`src/rtl/ecc_127_err_collect_if.sv`:
```
// Beat bus around ecc_127_err_collect: decoder-side input beat with error flags
// and consumer-side output beat. master = upstream/downstream environment, slave = the stage.
interface ecc_127_err_collect_if #(
  parameter int unsigned DATA_WIDTH = 127,
  parameter int unsigned ADDR_WIDTH = 8
);
  logic                  in_vld;
  logic                  in_rdy;
  logic [ADDR_WIDTH-1:0] in_addr;
  logic [DATA_WIDTH-1:0] data_in;
  logic                  sbit_err;
  logic                  dbit_err;
  logic                  ecc_fault;
  logic                  out_vld;
  logic                  out_rdy;
  logic [DATA_WIDTH-1:0] data_out;
  logic                  out_err;

  modport master (
    output in_vld, in_addr, data_in, sbit_err, dbit_err, ecc_fault, out_rdy,
    input  in_rdy, out_vld, data_out, out_err
  );

  modport slave (
    input  in_vld, in_addr, data_in, sbit_err, dbit_err, ecc_fault, out_rdy,
    output in_rdy, out_vld, data_out, out_err
  );
endinterface

```
`src/rtl/ecc_127_err_collect.sv`:
```
// ECC decoder output stage: 2-entry skid buffer, saturating error counters and sticky irq.
// Define ECC_ERR_FIRST_CAPT_EN to build the first-error capture registers.
module ecc_127_err_collect #(
  parameter int unsigned DATA_WIDTH = 127,
  parameter int unsigned ADDR_WIDTH = 8,
  parameter int unsigned CNT_WIDTH  = 16,
  parameter int unsigned SBIT_THR   = 16
) (
  input  logic                  clk,
  input  logic                  rst,
  ecc_127_err_collect_if.slave  bus,
  input  logic                  clr_cnt,
  output logic [CNT_WIDTH-1:0]  sbit_cnt,
  output logic [CNT_WIDTH-1:0]  dbit_cnt,
  output logic [CNT_WIDTH-1:0]  fault_cnt,
  output logic                  err_capt_vld,
  output logic [ADDR_WIDTH-1:0] first_err_addr,
  output logic [1:0]            first_err_type,
  output logic                  irq
);

  localparam logic [CNT_WIDTH-1:0] CNT_MAX = '1;
  // A threshold the counter can never represent is treated as disabled.
  localparam bit                   THR_EN  = (SBIT_THR != 0) && ((SBIT_THR >> CNT_WIDTH) == 0);
  localparam logic [CNT_WIDTH-1:0] THR_VAL = CNT_WIDTH'(SBIT_THR);

  function automatic logic [CNT_WIDTH-1:0] sat_inc(input logic [CNT_WIDTH-1:0] base,
                                                   input logic                 hit);
    return (hit && (base != CNT_MAX)) ? base + CNT_WIDTH'(1) : base;
  endfunction

  logic                  rdy_q;
  logic                  m_vld, m_err, s_vld, s_err;
  logic [DATA_WIDTH-1:0] m_data, s_data;
  logic                  accept, m_free, beat_err;

  assign accept   = bus.in_vld & rdy_q;
  assign m_free   = ~m_vld | bus.out_rdy;
  assign beat_err = bus.dbit_err | bus.ecc_fault;

  // S is only ever filled while M is held, so M-free with S full never coincides with accept.
  always_ff @(posedge clk or posedge rst) begin
    if (rst) begin
      rdy_q  <= 1'b1;
      m_vld  <= 1'b0;
      m_err  <= 1'b0;
      m_data <= '0;
      s_vld  <= 1'b0;
      s_err  <= 1'b0;
      s_data <= '0;
    end else if (m_free) begin
      rdy_q <= 1'b1;
      if (s_vld) begin
        m_vld  <= 1'b1;
        m_data <= s_data;
        m_err  <= s_err;
        s_vld  <= 1'b0;
      end else if (accept) begin
        m_vld  <= 1'b1;
        m_data <= bus.data_in;
        m_err  <= beat_err;
      end else begin
        m_vld  <= 1'b0;
      end
    end else if (accept) begin
      s_vld  <= 1'b1;
      s_data <= bus.data_in;
      s_err  <= beat_err;
      rdy_q  <= 1'b0;
    end
  end

  assign bus.in_rdy   = rdy_q;
  assign bus.out_vld  = m_vld;
  assign bus.data_out = m_data;
  assign bus.out_err  = m_err;

  logic [CNT_WIDTH-1:0] sbit_q, dbit_q, fault_q;
  logic [CNT_WIDTH-1:0] sbit_nxt, dbit_nxt, fault_nxt;
  logic                 irq_q, irq_nxt, thr_hit;

  // clr_cnt wipes the old state first, so a colliding error beat counts as the first one.
  always_comb begin
    sbit_nxt  = sat_inc(clr_cnt ? '0 : sbit_q,  accept & bus.sbit_err);
    dbit_nxt  = sat_inc(clr_cnt ? '0 : dbit_q,  accept & bus.dbit_err);
    fault_nxt = sat_inc(clr_cnt ? '0 : fault_q, accept & bus.ecc_fault);
    thr_hit   = THR_EN && accept && bus.sbit_err && (sbit_nxt == THR_VAL);
    irq_nxt   = (irq_q & ~clr_cnt) | (accept & beat_err) | thr_hit;
  end

  always_ff @(posedge clk or posedge rst) begin
    if (rst) begin
      sbit_q  <= '0;
      dbit_q  <= '0;
      fault_q <= '0;
      irq_q   <= 1'b0;
    end else begin
      sbit_q  <= sbit_nxt;
      dbit_q  <= dbit_nxt;
      fault_q <= fault_nxt;
      irq_q   <= irq_nxt;
    end
  end

  assign sbit_cnt  = sbit_q;
  assign dbit_cnt  = dbit_q;
  assign fault_cnt = fault_q;
  assign irq       = irq_q;

`ifdef ECC_ERR_FIRST_CAPT_EN
  logic                  capt_vld_q;
  logic [ADDR_WIDTH-1:0] capt_addr_q;
  logic [1:0]            capt_type_q;
  logic                  any_err;

  assign any_err = bus.sbit_err | bus.dbit_err | bus.ecc_fault;

  always_ff @(posedge clk or posedge rst) begin
    if (rst) begin
      capt_vld_q  <= 1'b0;
      capt_addr_q <= '0;
      capt_type_q <= '0;
    end else begin
      if (clr_cnt) begin
        capt_vld_q  <= 1'b0;
        capt_addr_q <= '0;
        capt_type_q <= '0;
      end
      if (accept && any_err && (clr_cnt || !capt_vld_q)) begin
        capt_vld_q  <= 1'b1;
        capt_addr_q <= bus.in_addr;
        capt_type_q <= bus.ecc_fault ? 2'b11 : (bus.dbit_err ? 2'b10 : 2'b01);
      end
    end
  end

  assign err_capt_vld   = capt_vld_q;
  assign first_err_addr = capt_addr_q;
  assign first_err_type = capt_type_q;
`else
  logic unused_capt_addr;
  assign unused_capt_addr = ^bus.in_addr;

  assign err_capt_vld   = 1'b0;
  assign first_err_addr = '0;
  assign first_err_type = '0;
`endif

endmodule

```
`src/flat_wrapper.sv`:
```
// flat-port wrapper written by rule: the top's interface ports become plain ports
module ecc_127_err_collect_flat 
#(
  parameter int unsigned DATA_WIDTH = 127,
  parameter int unsigned ADDR_WIDTH = 8,
  parameter int unsigned CNT_WIDTH  = 16,
  parameter int unsigned SBIT_THR   = 16
)
  (clk, rst, clr_cnt, sbit_cnt, dbit_cnt, fault_cnt, err_capt_vld, first_err_addr, first_err_type, irq, bus_in_vld, bus_in_addr, bus_data_in, bus_sbit_err, bus_dbit_err, bus_ecc_fault, bus_out_rdy, bus_in_rdy, bus_out_vld, bus_data_out, bus_out_err);
  ecc_127_err_collect_if #(.DATA_WIDTH(DATA_WIDTH), .ADDR_WIDTH(ADDR_WIDTH)) bus_i ();
  input  logic clk;
  input  logic rst;
  input  logic clr_cnt;
  output logic [CNT_WIDTH-1:0] sbit_cnt;
  output logic [CNT_WIDTH-1:0] dbit_cnt;
  output logic [CNT_WIDTH-1:0] fault_cnt;
  output logic err_capt_vld;
  output logic [ADDR_WIDTH-1:0] first_err_addr;
  output logic [1:0] first_err_type;
  output logic irq;
  input wire logic [$bits(bus_i.in_vld)-1:0] bus_in_vld;
  input wire logic [$bits(bus_i.in_addr)-1:0] bus_in_addr;
  input wire logic [$bits(bus_i.data_in)-1:0] bus_data_in;
  input wire logic [$bits(bus_i.sbit_err)-1:0] bus_sbit_err;
  input wire logic [$bits(bus_i.dbit_err)-1:0] bus_dbit_err;
  input wire logic [$bits(bus_i.ecc_fault)-1:0] bus_ecc_fault;
  input wire logic [$bits(bus_i.out_rdy)-1:0] bus_out_rdy;
  output wire logic [$bits(bus_i.in_rdy)-1:0] bus_in_rdy;
  output wire logic [$bits(bus_i.out_vld)-1:0] bus_out_vld;
  output wire logic [$bits(bus_i.data_out)-1:0] bus_data_out;
  output wire logic [$bits(bus_i.out_err)-1:0] bus_out_err;
  assign bus_i.in_vld = bus_in_vld;
  assign bus_i.in_addr = bus_in_addr;
  assign bus_i.data_in = bus_data_in;
  assign bus_i.sbit_err = bus_sbit_err;
  assign bus_i.dbit_err = bus_dbit_err;
  assign bus_i.ecc_fault = bus_ecc_fault;
  assign bus_i.out_rdy = bus_out_rdy;
  assign bus_in_rdy = bus_i.in_rdy;
  assign bus_out_vld = bus_i.out_vld;
  assign bus_data_out = bus_i.data_out;
  assign bus_out_err = bus_i.out_err;
  ecc_127_err_collect #(.DATA_WIDTH(DATA_WIDTH), .ADDR_WIDTH(ADDR_WIDTH), .CNT_WIDTH(CNT_WIDTH), .SBIT_THR(SBIT_THR)) u_core (.clk(clk), .rst(rst), .bus(bus_i), .clr_cnt(clr_cnt), .sbit_cnt(sbit_cnt), .dbit_cnt(dbit_cnt), .fault_cnt(fault_cnt), .err_capt_vld(err_capt_vld), .first_err_addr(first_err_addr), .first_err_type(first_err_type), .irq(irq));
endmodule
```
`config.mk`:
```
export PLATFORM = sky130hd
export DESIGN_NAME = ecc_127_err_collect_flat
export DESIGN_NICKNAME = d
export VERILOG_FILES = /design/src/rtl/ecc_127_err_collect_if.sv /design/src/rtl/ecc_127_err_collect.sv /design/src/flat_wrapper.sv
export SDC_FILE = /design/constraint.sdc
export NUM_CORES = 1
export LEC_CHECK = 0
export ABC_CLOCK_PERIOD_IN_PS = 19500
export CAP_MARGIN = 20
export CORE_MARGIN = 4
export CORE_UTILIZATION = 50
export DETAILED_ROUTE_END_ITERATION = 8
export GPL_TIMING_DRIVEN = 0
export HOLD_SLACK_MARGIN = 0.08
export PLACE_DENSITY = 0.92
export SLEW_MARGIN = 10
export SYNTH_ARGS = -nofsm -noshare
export SYNTH_HDL_FRONTEND = slang
export SYNTH_SLANG_ARGS = --single-unit
```
`constraint.sdc`:
```
create_clock -name clk -period 19.5 [get_ports clk]
set_input_delay 2.925 -clock clk [delete_from_list [all_inputs] [get_ports clk]]
set_output_delay 2.925 -clock clk [all_outputs]
set_load 0.01 [all_outputs]
```
==> results of run 1 <==
## synth_stat cells, types with 3 or more instances
| master | n |
|---|---|
| xor2_1 | 13 |
| nand3_1 | 20 |
| and2_1 | 3 |
| mux2_2 | 130 |
| inv_1 | 7 |
| nor3_1 | 11 |
| mux2i_1 | 130 |
| nor2_1 | 167 |
| o21ai_0 | 8 |
| and4_1 | 3 |
| xnor2_1 | 20 |
| buf_2 | 6 |
| buf_4 | 13 |
| a21oi_1 | 135 |
| dfrtp_1 | 307 |
| nor4_1 | 11 |
| and3_1 | 7 |
| nand4_1 | 11 |
| nand2_1 | 27 |
| nor2b_1 | 12 |
| or3_1 | 5 |
| a31oi_1 | 6 |
| clkbuf_1 | 49 |
| buf_1 | 9 |
## worst max-delay path: stages
cell and delay (ns):
clkdlybuf4s50_1 0.62, buf_2 0.30, buf_2 0.22, nor2b_1 0.20
ha_1 0.24, and2_1 0.17, nand3_1 0.13, nor4_2 0.45
buf_2 0.32, nor4_1 0.09, xnor2_1 0.20, nor2_1 0.09
## how the worst max path moves through the flow
stage	startpoint	end	cells after the start
after floorplan	rst	u_core.bus.data_out[0]$_DFFE_PP0P_	1
after global placement	rst	u_core.dbit_cnt[7]$_DFF_PP0_	2
after detailed placement	clr_cnt	u_core.fault_cnt[6]$_DFF_PP0_	12
after CTS	clr_cnt	u_core.fault_cnt[6]$_DFF_PP0_	12
after global routing	clr_cnt	u_core.fault_cnt[6]$_DFF_PP0_	12
final	clr_cnt	u_core.fault_cnt[6]$_DFF_PP0_	12
## cells by family after synthesis
kind of cell,share of synthesized area
compound gates,0.0679
buf+inv,0.0277
xor+xnor,0.0215
flops,0.574
other cells,0.000279
mux,0.206
fa+ha+maj,0.00186
simple gates,0.101
## metrics by stage
| stage | util | setup slack, ns | instance area (µm²) |
|---|---|---|---|
| after floorplan | - | 8.06 | 13500 |
| after global placement | 0.647 | 4.67 | 17000 |
| after detailed placement | 0.650 | 13.45 | 17100 |
| after CTS | 0.693 | 13.93 | 18200 |
| after global routing | 0.693 | 13.74 | 18200 |
| final | 0.693 | 13.89 | 18200 |
## routing by layer
| metal | GRT usage | vias up | wire (µm) |
|---|---|---|---|
| met2 | 0.409 | 433 | 18500 |
| met4 | 0.118 | 2 | 1910 |
| met3 | 0.0565 | 128 | 2470 |
| li1 | - | 4714 | - |
| met5 | 0 | - | 13 |
| met1 | 0.303 | 5188 | 14300 |
## registers in the layout, indices dropped and copies added, names as in the netlist
name                 count
u_core.sbit_cnt         16
u_core.s_err             1
u_core.s_vld             1
u_core.bus.data_out    127
u_core.bus.out_err       1
u_core.s_data          127
u_core.dbit_cnt         16
u_core.bus.in_rdy        1
u_core.fault_cnt        16
u_core.bus.out_vld       1
u_core.irq               1
## power by group
group | switching, µW | internal (µW)
Combinational | 221 | 271
Clock | 252 | 391
Sequential | 86.4 | 788
Total | 560 | 1450
## layout make-up
type / instances / area, µm² / share of cell area
multi-input cells: 762 / 5390 / 0.296
plain buffers: 77 / 345 / 0.0190
flip-flops and latches: 308 / 7710 / 0.423
inverters: 7 / 33.8 / 0.00186
clock buffers: 52 / 1030 / 0.0567
clock inverters: 8 / 92.6 / 0.00509
repair buffers: 314 / 3180 / 0.175
well taps: 335 / 419 / 0.0230
diodes: 3 / 7.51 / 0.000412
==> metrics.yaml, run 1 <==
logic_synthesis:
  synth_area_leaders: "dfrtp_1 57%, mux2_2 11%, mux2i_1 9.7%"
  synthArstFlopShare: 1.00
  ys_seq_elements: 308
  synth-edff-count: 0
  syn-cell-area_um2: 13400
  ys_warn_count: 0
  synth.yosys.seq_area_share: 0.574
  netlist.top_cell.by_area: "dfrtp_1"
  syn_inst: 1144
  synth-main-ff-cell: "dfrtp_1"
  yosysTopAreaCellShare: 0.572
  synth_area_per_cell_um2: 11.7
  yosysUniqueCellTypes: 51
global_routing:
  grt_overflow: 0
  grt_max_degree: 118
  antenna_found_initial: 3
  grt_use_total: 0.245
  grt_pass1_wl_mm: 58.1
  grt_pass1_vias: 11053
clocking:
  ctsResizeCount: 0
  clk_pin_slew_ns: 0.06
  cts_sinks: 308
  htree_levels: 2
  hold_buffers: 0
  cts_tree: "yes"
  clock_latency_ns: 0.50
  cts_root_buffer: "clkbuf_16"
  cts_inserted_buffers: 34
  post_cts_buffers: 0
  max-clock-path-buffers: 3
pwr:
  powerDensity_nw_per_um2: 110
  power.total_uw: 2010
  leakagePower_uw: 0.00746
  ir_worst_vdd_mv: 0.0960
cells_and_area:
  stdcell_count: 1866
  area_growth_syn_to_layout_pct: 35.5
  final_common_cell: "clkdlybuf4s50_1"
  final_cell_mix: "312 x clkdlybuf4s50_1, 307 x dfrtp_1, 167 x nor2_1, 135 x a21oi_1"
  drive_above_1_share: 0.139
  nets: 1649
  nFillCells: 1826
die:
  coreArea_um2: 26300
  die_area_um2: 29600
  start_util: 0.511
  die_h_um: 172
  rows: 59
  ios: 333
  die-width_um: 172
timing:
  hold_viol: 0
  fin_crit_sh: 0.288
  setup_violations: 0
  slew_headroom: 0.414
  tightest_slew_ns: 0.879
  min_period_ns: 5.61
  tns_ns: 0
  skew_ns: 0.00996
  slew_violations: 0
  rsz0062_at_grt: "no"
  max_freq_mhz: 178
  fin_hold_ws_ns: 0.487
critical_path:
  worstPathMaxFanout: 10
  rrSetupSlack_ns: 16.74
  crit_type: "in2reg"
  r2r_cells: 8
  end_kind: "flip-flop"
  r2r-start: "u_core.bus.in_rdy$_DFFE_PP1P_"
  r2r-end: "u_core.bus.data_out[22]$_DFFE_PP0P_"
  cp.arrival_ns: 5.96
  required_ns: 19.85
  startpoint_type: "input pin"
place:
  port_buffers: 312
  gp_congestion: 0.886
  place_inst: 1803
  dp_hpwl_mm: 25.9
route:
  drc: 0
  drtIter0Drc: 800
  antenna_left: 0
  wire_per_inst_um: 19.9
  vias: 10465
  wirelength_mm: 37.2
  viasPerCell: 5.61
  dr.pass1.iters: 5
run:
  max-cap-violations: 0
worst_hold_path:
  hold_path.class: "reg2reg"
  hold_end: "u_core.s_err$_DFFE_PP0P_"
  whs_path_depth: 2
  hp-start: "u_core.s_err$_DFFE_PP0P_"
status:
  outcome: "completed"
(Power assumes the default switching activity.)
==> inputs of run 2 (changes only) <==
--- a/config.mk
+++ b/config.mk
@@ -5,7 +5,7 @@
 export SDC_FILE = /design/constraint.sdc
 export NUM_CORES = 1
 export LEC_CHECK = 0
-export ABC_CLOCK_PERIOD_IN_PS = 19500
+export ABC_CLOCK_PERIOD_IN_PS = 5800
 export CAP_MARGIN = 20
 export CORE_MARGIN = 4
 export CORE_UTILIZATION = 50
==> constraint.sdc (replaced) <==
create_clock -name clk -period 5.8 [get_ports clk]
set_input_delay 0.87 -clock clk [delete_from_list [all_inputs] [get_ports clk]]
set_output_delay 0.87 -clock clk [all_outputs]
set_load 0.01 [all_outputs]
==> metrics.yaml, run 2 (synthesized netlist as in run 1, its figures left out) <==
timing:
  fin_hold_ws_ns: 0.505
  skew_ns: 0.0143
  slew_violations: 0
  rsz0062_at_grt: "no"
  min_period_ns: 3.47
  slew_headroom: 0.393
  hold_viol: 0
  fin_crit_sh: 0.598
  setup_violations: 0
  max_freq_mhz: 288
  tightest_slew_ns: 0.910
status:
  outcome: "completed"
clocking:
  clock_latency_ns: 0.51
  hold_buffers: 0
  cts_root_buffer: "clkbuf_16"
  clk_pin_slew_ns: 0.06
  cts_inserted_buffers: 34
  cts_sinks: 308
  cts_tree: "yes"
  max-clock-path-buffers: 3
  htree_levels: 2
  ctsResizeCount: 0
  post_cts_buffers: 0
critical_path:
  required_ns: 6.15
  end_kind: "flip-flop"
  cp.buffers_inverters: 4
  crit_family: "buffers and inverters"
  startpoint_type: "input pin"
  slowest_stage: "clkdlybuf4s50_1"
  crit_type: "in2reg"
  cp_common_cell: "buf_2"
  crit_chain: "clkdlybuf4s50_1 -> buf_2 -> buf_2 -> nor2b_1 -> ha_1 -> and2_1 -> nand3_1 -> nor4_2 -> buf_2 -> nor4_1 -> xnor2_1 -> nor2_1"
  cp.arrival_ns: 3.82
  worstPathMaxFanout: 10
  slowest_delay_ns: 0.61
die:
  coreArea_um2: 26300
  die_h_um: 172
  die_area_um2: 29600
  die-width_um: 172
  start_util: 0.511
  rows: 59
  ios: 333
pwr:
  p_sw_uw: 1910
  combPwrFrac: 0.245
  power.total_uw: 6850
  leakagePower_uw: 0.00753
  sw_frac_of_total: 0.279
  powerDensity_nw_per_um2: 373
  share_seq_of_total_power: 0.431
  ir_worst_vdd_mv: 0.278
  intPower_uw: 4940
  clkPwrFrac: 0.323
worst_hold_path:
  hold_path.class: "reg2reg"
run:
  max-cap-violations: 0
route:
  antenna_left: 0
  drc: 0
  drtIter0Drc: 745
  vias: 10492
  dr.pass1.iters: 5
  viasPerCell: 5.60
  wirelength_mm: 38.2
  wire_per_inst_um: 20.4
place:
  dp_hpwl_mm: 26.5
  gp_congestion: 0.895
  port_buffers: 312
global_routing:
  grt_use_total: 0.254
  grt_pass1_wl_mm: 60.0
  grt_overflow: 0
  grt_pass1_vias: 11153
  antenna_found_initial: 3
  grt_max_degree: 40
cells_and_area:
  nFillCells: 1741
  drive_above_1_share: 0.145
  final_cell_mix: "312 x clkdlybuf4s50_1, 307 x dfrtp_1, 167 x nor2_1, 135 x a21oi_1"
  post-route-util: 0.699
  area_growth_syn_to_layout_pct: 36.8
  final_common_cell: "clkdlybuf4s50_1"
  nets: 1656
-- run 2: cell count changes in the layout (fill, tap and decap cells not counted) --
| cell | delta |
|---|---|
| buf_12 | +8 |
| buf_16 | -1 |
| clkbuf_1 | -2 |
| clkbuf_8 | +4 |
| clkinv_2 | -2 |
| clkinvlp_4 | +1 |
| diode_2 | +2 |
| inv_8 | -1 |
-- run 2: area by class of cell --
cell class | instances | area, µm² | area share
diodes | 5 | 12.5 | 0.000681
plain buffers | 77 | 345 | 0.0188
clock buffers | 54 | 1080 | 0.0588
clock inverters | 6 | 82.6 | 0.00449
inverters | 7 | 30.0 | 0.00163
multi-input cells | 762 | 5390 | 0.293
flip-flops and latches | 308 | 7710 | 0.419
well taps | 335 | 419 | 0.0228
repair buffers | 321 | 3310 | 0.180
-- run 2: path summary, 6_finish.rpt --
path                                          startpoint                             endpoint  slack [ns]  cells past startpoint
setup reg to reg           u_core.bus.in_rdy$_DFFE_PP1P_   u_core.bus.data_out[8]$_DFFE_PP0P_        3.04                      8
min in group asynchronous                            rst  u_core.bus.data_out[68]$_DFFE_PP0P_        0.79                      2
max in group asynchronous                            rst  u_core.bus.data_out[30]$_DFFE_PP0P_        3.73                      6
hold reg to reg            u_core.s_data[37]$_DFFE_PP0P_        u_core.s_data[37]$_DFFE_PP0P_        0.51                      1
setup / recovery                                 clr_cnt        u_core.fault_cnt[7]$_DFF_PP0_        2.33                     12
hold / removal             u_core.s_data[37]$_DFFE_PP0P_        u_core.s_data[37]$_DFFE_PP0P_        0.51                      1
-- run 2: per-stage QoR --
step	cell area (µm²)	TNS [ns]	std cells	setup slack, ns
6_report	18400	0	1875	2.33
5_1_grt	18400	0	1873	2.15
4_1_cts	18400	0	1870	2.35
3_5_place_dp	17200	0	1810	1.84
3_3_place_gp	17000	-353.05	1801	-1.17
2_1_floorplan	13500	0	1154	0.832
-- run 2: power groups by stage --
stage               registers, µW  logic (µW)  clock network (µW)
finish                       2950        1680                2210
global placement             2930        1590                   0
CTS                          2940        1700                2250
floorplan                    3020         707                   0
detailed placement           2960        1670                   0
global route                 3000        1810                2350
-- run 2: worst register-to-register path, cell delays in order (launching register included) --
cell and delay (ns):
dfstp_2 0.56, buf_4 0.16, and2_1 0.22, nor2_1 0.09, nor2_1 0.17, clkbuf_1 0.69, clkbuf_1 0.54, nor2_1 0.11
a21oi_1 0.15
-- run 2: per-layer routing --
layer | GRT usage | routed length [µm] | up-vias
met1 | 0.316 | 14800 | 5253
met5 | 0 | 0 | -
met4 | 0.105 | 1580 | 0
met3 | 0.0535 | 2400 | 110
met2 | 0.435 | 19400 | 399
li1 | - | - | 4730
